**config.mk**
```make
export PLATFORM = sky130hd
export DESIGN_NAME = rr_arbiter_16_flat
export DESIGN_NICKNAME = d
export VERILOG_FILES = /design/src/rtl/rr_arbiter_16_if.sv /design/src/rtl/rr_arbiter_16.sv /design/src/flat_wrapper.sv
export SDC_FILE = /design/constraint.sdc
export NUM_CORES = 1
export LEC_CHECK = 0
export ABC_AREA = 1
export CORE_ASPECT_RATIO = 0.9
export CORE_MARGIN = 1
export CORE_UTILIZATION = 50
export CTS_CLUSTER_SIZE = 12
export DETAILED_ROUTE_END_ITERATION = 12
export GPL_TIMING_DRIVEN = 0
export PLACE_DENSITY = 0.83
export SLEW_MARGIN = 20
export SYNTH_ARGS = -nofsm -noshare
export SYNTH_HDL_FRONTEND = slang
export SYNTH_SLANG_ARGS = --single-unit
```
**constraint.sdc**
```tcl
create_clock -name clk -period 9.2 [get_ports clk]
set_clock_uncertainty 0.05 [all_clocks]
set_input_delay 0.92 -clock clk [delete_from_list [all_inputs] [get_ports clk]]
set_output_delay 0.92 -clock clk [all_outputs]
set_load 0.03 [all_outputs]
```
**src/rtl/rr_arbiter_16_if.sv**
```systemverilog
// Request/grant bundle between 16 requesters and the round-robin arbiter.
// Handshake: the arbiter samples req and enable at each rising clk edge; grant, grant_id,
// grant_valid and timeout are registered and change only on that edge. A requester keeps its
// req bit high for as long as it wants the resource; dropping it ends its tenure.
interface rr_arbiter_16_if;
  logic        enable;
  logic [15:0] req;
  logic [15:0] grant;
  logic [3:0]  grant_id;
  logic        grant_valid;
  logic        timeout;
  logic        dbg_state;

  modport master (
    output enable, req,
    input  grant, grant_id, grant_valid, timeout, dbg_state
  );

  modport slave (
    input  enable, req,
    output grant, grant_id, grant_valid, timeout, dbg_state
  );
endinterface

```
**src/rtl/rr_arbiter_16.sv**
```systemverilog
// 16-way round-robin arbiter with registered one-hot grant and a bounded hold time per tenure.
// A release re-arbitrates in the same cycle, so back-to-back tenures have no idle bubble.
module rr_arbiter_16 #(
  parameter int unsigned MAX_HOLD = 8,
  parameter int unsigned HOLD_W   = 8
) (
  input  logic          clk,
  input  logic          reset,
  rr_arbiter_16_if.slave arb
);

  typedef enum logic {S_IDLE, S_GRANT} state_e;

  state_e              state_q, state_d;
  logic [3:0]          ptr_q, ptr_d;
  logic [HOLD_W-1:0]   hold_q, hold_d;
  logic [15:0]         grant_q, grant_d;
  logic [3:0]          gid_q, gid_d;
  logic                gvalid_q, gvalid_d;
  logic                timeout_q, timeout_d;

  logic [15:0] search_vec;
  logic [3:0]  search_start;
  logic [31:0] search_dbl;
  logic [15:0] search_rot;
  logic [3:0]  search_off;
  logic [3:0]  winner;
  logic        found;
  logic        own_req;
  logic        hold_hit;
  logic        release_now;

  assign own_req     = arb.req[gid_q];
  assign hold_hit    = own_req && (hold_q == HOLD_W'(MAX_HOLD));
  assign release_now = (state_q == S_GRANT) && (!own_req || hold_hit);

  // On a normal release the owner is masked out; on a timeout it stays eligible but,
  // because the search starts at owner+1, it is naturally visited last.
  always_comb begin
    search_vec   = arb.req;
    search_start = ptr_q;
    if (state_q == S_GRANT) begin
      search_start = gid_q + 4'd1;
      if (!hold_hit) search_vec = arb.req & ~(16'h0001 << gid_q);
    end
    search_dbl = {search_vec, search_vec} >> search_start;
    search_rot = search_dbl[15:0];
    search_off = 4'd0;
    for (int i = 15; i >= 0; i--) begin
      if (search_rot[i]) search_off = 4'(i);
    end
    winner = search_start + search_off;
    found  = |search_vec;
  end

  always_comb begin
    state_d   = state_q;
    ptr_d     = ptr_q;
    hold_d    = hold_q;
    grant_d   = grant_q;
    gid_d     = gid_q;
    gvalid_d  = gvalid_q;
    timeout_d = 1'b0;
    case (state_q)
      S_IDLE: begin
        grant_d  = 16'h0000;
        gid_d    = 4'd0;
        gvalid_d = 1'b0;
        if (arb.enable && found) begin
          state_d  = S_GRANT;
          grant_d  = 16'h0001 << winner;
          gid_d    = winner;
          gvalid_d = 1'b1;
          hold_d   = HOLD_W'(1);
        end
      end
      S_GRANT: begin
        if (!release_now) begin
          hold_d = hold_q + HOLD_W'(1);
        end else begin
          ptr_d     = gid_q + 4'd1;
          timeout_d = hold_hit;
          if (arb.enable && found) begin
            grant_d  = 16'h0001 << winner;
            gid_d    = winner;
            gvalid_d = 1'b1;
            hold_d   = HOLD_W'(1);
          end else begin
            state_d  = S_IDLE;
            grant_d  = 16'h0000;
            gid_d    = 4'd0;
            gvalid_d = 1'b0;
            hold_d   = '0;
          end
        end
      end
      default: state_d = S_IDLE;
    endcase
  end

  always_ff @(posedge clk) begin
    if (reset) begin
      state_q   <= S_IDLE;
      ptr_q     <= 4'd0;
      hold_q    <= '0;
      grant_q   <= 16'h0000;
      gid_q     <= 4'd0;
      gvalid_q  <= 1'b0;
      timeout_q <= 1'b0;
    end else begin
      state_q   <= state_d;
      ptr_q     <= ptr_d;
      hold_q    <= hold_d;
      grant_q   <= grant_d;
      gid_q     <= gid_d;
      gvalid_q  <= gvalid_d;
      timeout_q <= timeout_d;
    end
  end

  assign arb.grant       = grant_q;
  assign arb.grant_id    = gid_q;
  assign arb.grant_valid = gvalid_q;
  assign arb.timeout     = timeout_q;
  assign arb.dbg_state   = (state_q == S_GRANT);

endmodule
```
**src/flat_wrapper.sv**
```systemverilog
// flat-port wrapper written by rule: the top's interface ports become plain ports
module rr_arbiter_16_flat 
#(
  parameter int unsigned MAX_HOLD = 8,
  parameter int unsigned HOLD_W   = 8
)
  (clk, reset, arb_enable, arb_req, arb_grant, arb_grant_id, arb_grant_valid, arb_timeout, arb_dbg_state);
  rr_arbiter_16_if arb_i ();
  input  logic clk;
  input  logic reset;
  input wire logic [$bits(arb_i.enable)-1:0] arb_enable;
  input wire logic [$bits(arb_i.req)-1:0] arb_req;
  output wire logic [$bits(arb_i.grant)-1:0] arb_grant;
  output wire logic [$bits(arb_i.grant_id)-1:0] arb_grant_id;
  output wire logic [$bits(arb_i.grant_valid)-1:0] arb_grant_valid;
  output wire logic [$bits(arb_i.timeout)-1:0] arb_timeout;
  output wire logic [$bits(arb_i.dbg_state)-1:0] arb_dbg_state;
  assign arb_i.enable = arb_enable;
  assign arb_i.req = arb_req;
  assign arb_grant = arb_i.grant;
  assign arb_grant_id = arb_i.grant_id;
  assign arb_grant_valid = arb_i.grant_valid;
  assign arb_timeout = arb_i.timeout;
  assign arb_dbg_state = arb_i.dbg_state;
  rr_arbiter_16 #(.MAX_HOLD(MAX_HOLD), .HOLD_W(HOLD_W)) u_core (.clk(clk), .reset(reset), .arb(arb_i));
endmodule
```
Word-level counts from Yosys, hierarchy flattened. Cells that the tools add are included. Widths: inputs -> output; s select.

Register bits after elaboration: 35. Output and inout bits: 23. Logic and storage cells: 65.

$add $sub $neg: 3. $lt $le $gt $ge: 1. Equal/unequal tests: 3. Shift-type cells: 3. Multiplexer cells: 36. Bitwise logic cells: 4. Reduce and logical (&&, ||, !) cells: 8.

Operators with widths (count): $mux 4 (19); $mux 16 (4); $pmux 16 s2 (1); $shl 1x4->16 const A (2); $shr 32x4->16 (1); $and 16x16->16 (1); $mux 8 (2); $not 16->16 (1); $pmux 8 s2 (1); $reduce_or 16->1 (1); $add 8x1->8 const B (1); $eq 8x4->1 const B (1); $pmux 4 s2 (1); $lt 4x5->1 const B (1); $mux 1 (5); $add 4x1->4 const B (1); $add 4x4->4 (1); $bmux 1 s4 (1); $pmux 1 s2 (2); $logic_and 1x1->1 (3); $reduce_or 3->1 (1); $ne 2x1->1 const B (1); $ne 2x2->1 const B (1); $not 1->1 (2); other kinds (3) (3).

Depth between registers and ports, before layout. Gate-level depths: netlist of run 1.

Depth after elaboration: 27. Depth in mapped cells: 38. Depth with buffers taken out: 37.

Worst setup path before layout of run 1. No wires, ideal clock.

Path type: flip-flop to flip-flop. From: register u_core.gid_q[1], in the netlist u_core.arb.grant_id[1]. To: register u_core.grant_q[2], in the netlist u_core.arb.grant[2]. Setup time: 0.071 ns. Data arrival time: 4.130 ns. Required time: 9.079 ns. Path slack: 4.949 ns. Cell stages (with the launch flop): 35. Path buffers: 1. Clock period less this slack: 4.251 ns. Cell sequence: dfxtp_1 > inv_1 > ha_1 > nand2_1 > o21ai_2 > clkinv_1 > clkbuf_1 > nand3_1 > nand3_1 > nand2_1 > nand2_1 > nand2_1 > nand2_1 > nand2_1 > nand2_1 > nand2_1 > nand2_1 > nand2_1 > nand2_1 > nand2_1 > nand2_1 > nand2_1 > nand2_1 > nand2_1 > nand2_1 > a21oi_1 > ha_1 > inv_1 > fa_1 > xnor2_1 > inv_1 > nand2_1 > nor3_1 > nand2_1 > a21oi_1.

Cells in the longest elaborated chain, start to end: 27. Elaborated cells on any way between the ends: 38.

Ends and longest elaborated chain: from (decl) (line rr_arbiter_16.sv:18) `logic [3:0] gid_q, gid_d;`; from (signal assigned) (line rr_arbiter_16.sv:115) `gid_q <= gid_d;`; $bmux 1 s4 / $shl 1x4->16 (equally long branches) (line rr_arbiter_16.sv:33, rr_arbiter_16.sv:44); $mux 1 (not written as such) / $not 16->16 (equally long branches) (line rr_arbiter_16.sv:33, rr_arbiter_16.sv:44); $logic_and 1x1->1 / $and 16x16->16 (equally long branches) (line rr_arbiter_16.sv:34, rr_arbiter_16.sv:44); $mux 16 (line rr_arbiter_16.sv:44) `if (!hold_hit) search_vec = arb.req & ~(16'h0001 << gid_q);`; $mux 16 (line rr_arbiter_16.sv:42) `if (state_q == S_GRANT) begin`; $shr 32x4->16 (line rr_arbiter_16.sv:46) `search_dbl = {search_vec, search_vec} >> search_start;`; $mux 4 (16 in a row) (line rr_arbiter_16.sv:50) `if (search_rot[i]) search_off = 4'(i);`; $add 4x4->4 (line rr_arbiter_16.sv:52) `winner = search_start + search_off;`; $shl 1x4->16 (line rr_arbiter_16.sv:71, rr_arbiter_16.sv:84); $mux 16 (line rr_arbiter_16.sv:69, rr_arbiter_16.sv:83); $mux 16 (line rr_arbiter_16.sv:78) `if (!release_now) begin`; $pmux 16 s2 (line rr_arbiter_16.sv:64) `case (state_q)`; to (signal assigned) (line rr_arbiter_16.sv:114) `grant_q <= grant_d;`; to (decl) (line rr_arbiter_16.sv:17) `logic [15:0] grant_q, grant_d;`.

Several ways; a longest one is shown, not always the timed one. The select of a mux whose other input is x is not followed. A chain may end at the register's enable or synchronous reset.

Worst setup path after layout of run 1.
From: input arb_req[10]. To: register u_core.grant_q[2], in the netlist u_core.arb.grant[2].

Cells in the longest elaborated chain, start to end: 27. Elaborated cells on any way between the ends: 34.

Ends and longest elaborated chain: from (decl) (line flat_wrapper.sv:12) `input wire logic [$bits(arb_i.req)-1:0] arb_req;`; $bmux 1 s4 (line rr_arbiter_16.sv:33) `assign own_req = arb.req[gid_q];`; $mux 1 (not written as such) (line rr_arbiter_16.sv:33); $logic_and 1x1->1 (line rr_arbiter_16.sv:34) `assign hold_hit = own_req && (hold_q == HOLD_W'(MAX_HOLD));`; $mux 16 (line rr_arbiter_16.sv:44); $mux 16 (line rr_arbiter_16.sv:42); $shr 32x4->16 (line rr_arbiter_16.sv:46); $mux 4 (16 in a row) (line rr_arbiter_16.sv:50); $add 4x4->4 (line rr_arbiter_16.sv:52); $shl 1x4->16 (line rr_arbiter_16.sv:71, rr_arbiter_16.sv:84); $mux 16 (line rr_arbiter_16.sv:69, rr_arbiter_16.sv:83); $mux 16 (line rr_arbiter_16.sv:78); $pmux 16 s2 (line rr_arbiter_16.sv:64).

Several ways; a longest one is shown, not always the timed one. The select of a mux whose other input is x is not followed.

==> results of run 1 <==
cells in the mapped netlist (4+ instances only):
master      n
nor2_1     38
nor3_1     10
ha_1       11
nand2_2    20
nand4_1     4
a31oi_1     4
nand3_1   103
inv_1      51
dfxtp_1    35
inv_2       5
a22o_1      6
a211oi_1    4
nand2_1   150
a21oi_2     9
buf_2       9
a21oi_1    28
clkbuf_1    7
o21ai_0    11
area by class of cell:
| class | instances | area share (%) |
|---|---|---|
| Multi-Input combinational cell | 429 | 56.9 |
| Sequential cell | 35 | 17.9 |
| Timing Repair Buffer | 41 | 10.5 |
| Inverter | 60 | 5.89 |
| Tap cell | 87 | 2.78 |
| Buffer | 18 | 2.62 |
| Clock buffer | 6 | 1.86 |
| Clock inverter | 2 | 1.54 |
kinds of logic after synthesis:
group | count (synthesis) | share of synthesized area (%)
compound gates | 71 | 13.9
fa+ha+maj | 12 | 4.84
xor+xnor | 3 | 0.807
flops | 35 | 21.5
simple gates | 343 | 48.8
buf+inv | 78 | 10.2
flip-flops by register name (all words and copies together) (netlist names):
signal	flops
u_core.arb.grant	16
u_core.arb.grant_valid	1
u_core.arb.grant_id	4
u_core.ptr_q	4
u_core.arb.dbg_state	1
u_core.arb.timeout	1
u_core.hold_q	8
per-stage QoR:
step                      power, uW  hold WS [ps]
after global routing           1450           440
final                          1340           421
after CTS                      1320           424
after detailed placement       1150           407
after floorplan                 935           403
after global placement         1140           399
where the power goes:
| group | internal, uW | leakage [uW] | switching (uW) | total (uW) |
|---|---|---|---|---|
| Combinational | 325 | 0.00132 | 636 | 961 |
| Sequential | 182 | 0.000284 | 28.0 | 210 |
| Clock | 108 | 0.0000654 | 58.3 | 167 |
worst max-delay path, delay by kind of cell:
family          cells  cell delay, ps
compound gates      3             460
xor+xnor            1             160
fa+ha+maj           2             550
buf+inv             5             920
simple gates       28            2330
per-layer routing:
layer / vias to the layer above / global-route usage (%) / wire [um]
met5: - / 0 / 0
met4: 0 / 11.0 / 223
met3: 25 / 4.52 / 665
met2: 166 / 48.7 / 4350
met1: 1729 / 34.2 / 4080
li1: 1880 / - / -
final timing paths:
check / cells after the start / from / slack [ps] / to
worst max-delay path: 39 / arb_req[10] / 4040 / u_core.arb.grant[2]
worst min-delay path: 1 / u_core.arb.grant_valid / 420 / u_core.arb.grant_valid
worst max register to register: 34 / u_core.arb.grant_id[1] / 4150 / u_core.arb.grant[2]
worst min register to register: 1 / u_core.arb.grant_valid / 420 / u_core.arb.grant_valid
==> results.yml, run 1 <==
power:
  power_density_nw_per_um2: 342
  vdd_drop_max_mv: 0.251
  p_leak_uw: 0.00167
yosys:
  ys_warn_count: 0
  syn-cell-area_sq_um: 3260
  ys_seq_elements: 35
  synth_top_area_share_pct: 21.5
  ys_top_cells_by_area: "dfxtp_1 22%, nand2_1 17%, nand3_1 16%, inv_1 5.9%, nor2_1 4.4%"
  yosysTopAreaCell: "dfxtp_1"
  avgSynthCellArea_sq_um: 6.01
  ys_types: 39
  synthFlopType: "dfxtp_1"
  synth_nets: 573
  async_flop_share_pct: 0
  synth-edff-count: 0
  synthCells: 542
  seq_area_frac_synth_pct: 21.5
detailed_routing:
  post-route-drc-count: 0
  vias: 3800
  ant_nets: 0
  drt_iter0_markers: 298
  wire_per_inst_um: 13.7
  vias_per_cell: 5.60
  dr.pass1.iters: 6
  wl_mm: 9.31
floorplanning:
  dieArea_sq_um: 6840
  ioPinCount: 42
  die_w_um: 87.1
  core_sq_um: 6220
  initial_core_util_pct: 52.4
  fp-row-count: 27
  dieHeight_um: 78.6
critical_path:
  critPathKind: "in -> reg"
  worstPathArrival_ps: 5340
  critPathSlowestCell: "clkdlybuf4s50_1"
  startpoint_type: "primary input"
  cp_max_fo: 10
  cpPeakStageDelay_ps: 550
  end_kind: "flop"
  cpMostUsedCell: "nand2_1"
  critPathRequiredTime_ps: 9380
timing:
  maxSlewHeadroom_pct: 61.3
  finalHoldViolCount: 0
  tightestPinTransition_ps: 581
  worst_slack_ps: 4040
  fin_crit_ps: 5160
  fin_crit_sh_pct: 56.1
  drv_slew: 0
  setup_tns_ps: 0
  max_freq_mhz: 194
  rsz0062_at_grt: "false"
  finalSetupViolCount: 0
grt:
  grt_max_degree: 12
  overflow: 0
  grt_antenna_before_repair: 0
  grt_pass1_vias: 3557
  grtUsageTotal_pct: 28.0
  grt_pass1_wl_mm: 15.2
place:
  placed_cell_area_sq_um: 3780
  gp_congestion: 0.925
  dpl.cell_count: 670
  io_buffers: 41
  place_hpwl_mm: 7.24
  dp_worst_setup_slack_ps: 3880
min_path:
  worstHoldPathType: "reg -> reg"
final_layout:
  final_cells: 678
  fin_area_sq_um: 3910
  seq_area_sq_um: 701
  final_cell_mix: "150 x nand2_1, 103 x nand3_1, 51 x inv_1"
  multiInputGateArea_sq_um: 2220
  utilization_pct: 62.9
  area_growth_pct: 20.0
  mostFrequentLayoutCell: "nand2_1"
  diodes: 0
  fin_nets: 621
  n_fill_cell: 597
  drive_gt1_share_pct: 11.8
run:
  maxCapViolations: 0
clock_tree:
  clockBufferDepth: 2
  cts_setup_buffers: 0
  cts_resized: 0
  cts_tree: "done"
  cts_root_buffer: "clkbuf_8"
  postCtsHoldBufs: 0
  path_clk_slew_ps: 80
  numCtsBuffers: 5
  clock_sinks: 35
  insertion_delay_ps: 300
  h-tree-depth: 2
run_status:
  status: "finished, final reports clean"
Note: power is estimated with default switching activity, not from simulation.
==> run 2: changes to the inputs <==
- clock period: 9.2 -> 4.75 ns (I/O delays scaled with it)
==> run 2 against run 1 <==
Against the previous run:
- routed wire length up 4.5%
- critical path depth down 4
- clock-buffer cell count unchanged
- non-clock buffer count up 2
- highest routed layer unchanged
==> results.yml, run 2 (same netlist as run 1, synthesis figures left out) <==
run_status:
  status: "finished, final reports clean"
power:
  p_switching_uw: 1570
  combPwrFrac_pct: 74.7
  power_density_nw_per_um2: 703
  power_frac_seq_pct: 14.1
  p_int_uw: 1320
  pwr-share-clk_pct: 11.2
  vdd_drop_max_mv: 0.576
  finalPower_uw: 2890
  switching_share_pct: 54.4
  p_leak_uw: 0.00187
clock_tree:
  cts_tree: "done"
  numCtsBuffers: 5
  clock_sinks: 35
  path_clk_slew_ps: 70
  h-tree-depth: 2
  cts_root_buffer: "clkbuf_8"
  clockBufferDepth: 2
  insertion_delay_ps: 300
timing:
  finalSetupViolCount: 0
  fin_crit_sh_pct: 95.0
  hold_slack_ps: 420
  fin_crit_ps: 4510
  tightestPinTransition_ps: 607
  maxSlewHeadroom_pct: 59.5
  worst_slack_ps: 238
  drv_slew: 0
  finalHoldViolCount: 0
  max_freq_mhz: 222
place:
  dp_worst_setup_slack_ps: -128
  dpl.cell_count: 670
  gp_congestion: 0.925
  place_hpwl_mm: 7.24
  io_buffers: 41
floorplanning:
  fp-row-count: 27
  ioPinCount: 42
  dieArea_sq_um: 6840
  initial_core_util_pct: 52.4
  die_w_um: 87.1
  core_sq_um: 6220
  dieHeight_um: 78.6
critical_path:
  cpPeakStageDelay_ps: 530
  critPathRequiredTime_ps: 4930
  reg2reg_depth: 30
  r2r_slack_ps: 300
  startpoint_type: "primary input"
  critPathSlowestCell: "clkdlybuf4s50_1"
  cpMostUsedCell: "nand2_1"
  critPathKind: "in -> reg"
  cp_max_fo: 10
  end_kind: "flop"
  worstPathArrival_ps: 4690
final_layout:
  fin_nets: 623
  diodes: 0
  utilization_pct: 66.2
  final_cell_mix: "145 x nand2_1, 93 x nand3_1, 48 x inv_1"
  final_cells: 680
  area_growth_pct: 26.3
  largest_reg_flops: 16
  mostFrequentLayoutCell: "nand2_1"
  drive_gt1_share_pct: 18.4
grt:
  grtUsageTotal_pct: 27.9
  grtUsageMet1_pct: 34.1
  grt_pass1_wl_mm: 15.1
  grtUsageMet2_pct: 48.5
  grt_pass1_vias: 3542
  overflow: 0
  met3_usage_pct: 4.52
  grt_max_degree: 18
  grt_antenna_before_repair: 0
  top_usage_layer: "met2"
min_path:
  min_path_cells: 1
  worstHoldPathType: "reg -> reg"
detailed_routing:
  dr.pass1.iters: 6
  ant_nets: 0
  vias_per_cell: 5.68
  wire_per_inst_um: 14.3
  wl_mm: 9.74
  vias: 3862
  drt_iter0_markers: 277
  post-route-drc-count: 0
run:
  maxCapViolations: 0
run 2: worst paths after layout:
check	start	endpoint
max	arb_req[15]	u_core.arb.grant[14]
min	u_core.arb.grant_valid	u_core.arb.grant_valid
max reg2reg	u_core.arb.grant_id[1]	u_core.arb.grant[14]
min reg2reg	u_core.arb.grant_valid	u_core.arb.grant_valid
run 2: routing by layer:
layer  vias to the layer above  routed length [um]
met4                         0                 208
met3                        27                 712
met1                      1777                4120
met5                         -                   0
met2                       176                4700
li1                       1882                   -
run 2: worst max-delay path: cells and delay by family:
kind / cells / cell delay, ps
AO/OA/AOI/OAI: 3 / 340
adder cells (fa/ha/maj): 2 / 710
buffers and inverters: 5 / 1040
AND/OR/NAND/NOR: 25 / 2130
run 2: power by group through the flow:
stage	Sequential [uW]	Combinational, uW	Clock [uW]
floorplan	483	1330	0
CTS	406	1830	325
global route	414	2380	337
finish	407	2160	323
global placement	409	1790	0
detailed placement	410	1820	0
run 2: layout make-up:
class	count	area, sq um
inverters	60	233
repair buffers	44	470
well taps	87	109
clock inverters	2	60.1
fillers	561	2100
clock buffers	6	72.6
flip-flops and latches	35	703
multi-input cells	429	2360
plain buffers	17	103
run 2: timing repair:
item	in CTS	in global routing
hold buffers	0	0
endpoints found under the setup margin	16	19
cloned	0	0
setup buffers	0	3
gates resized for setup	2	56
pin swaps	0	4
run 2: through the flow:
step | instance area [sq um] | setup TNS (ps)
2_1_floorplan | 3260 | 0
3_3_place_gp | 3780 | -470
3_5_place_dp | 3780 | -885
4_1_cts | 3910 | 0
5_1_grt | 4110 | -224
6_report | 4110 | 0
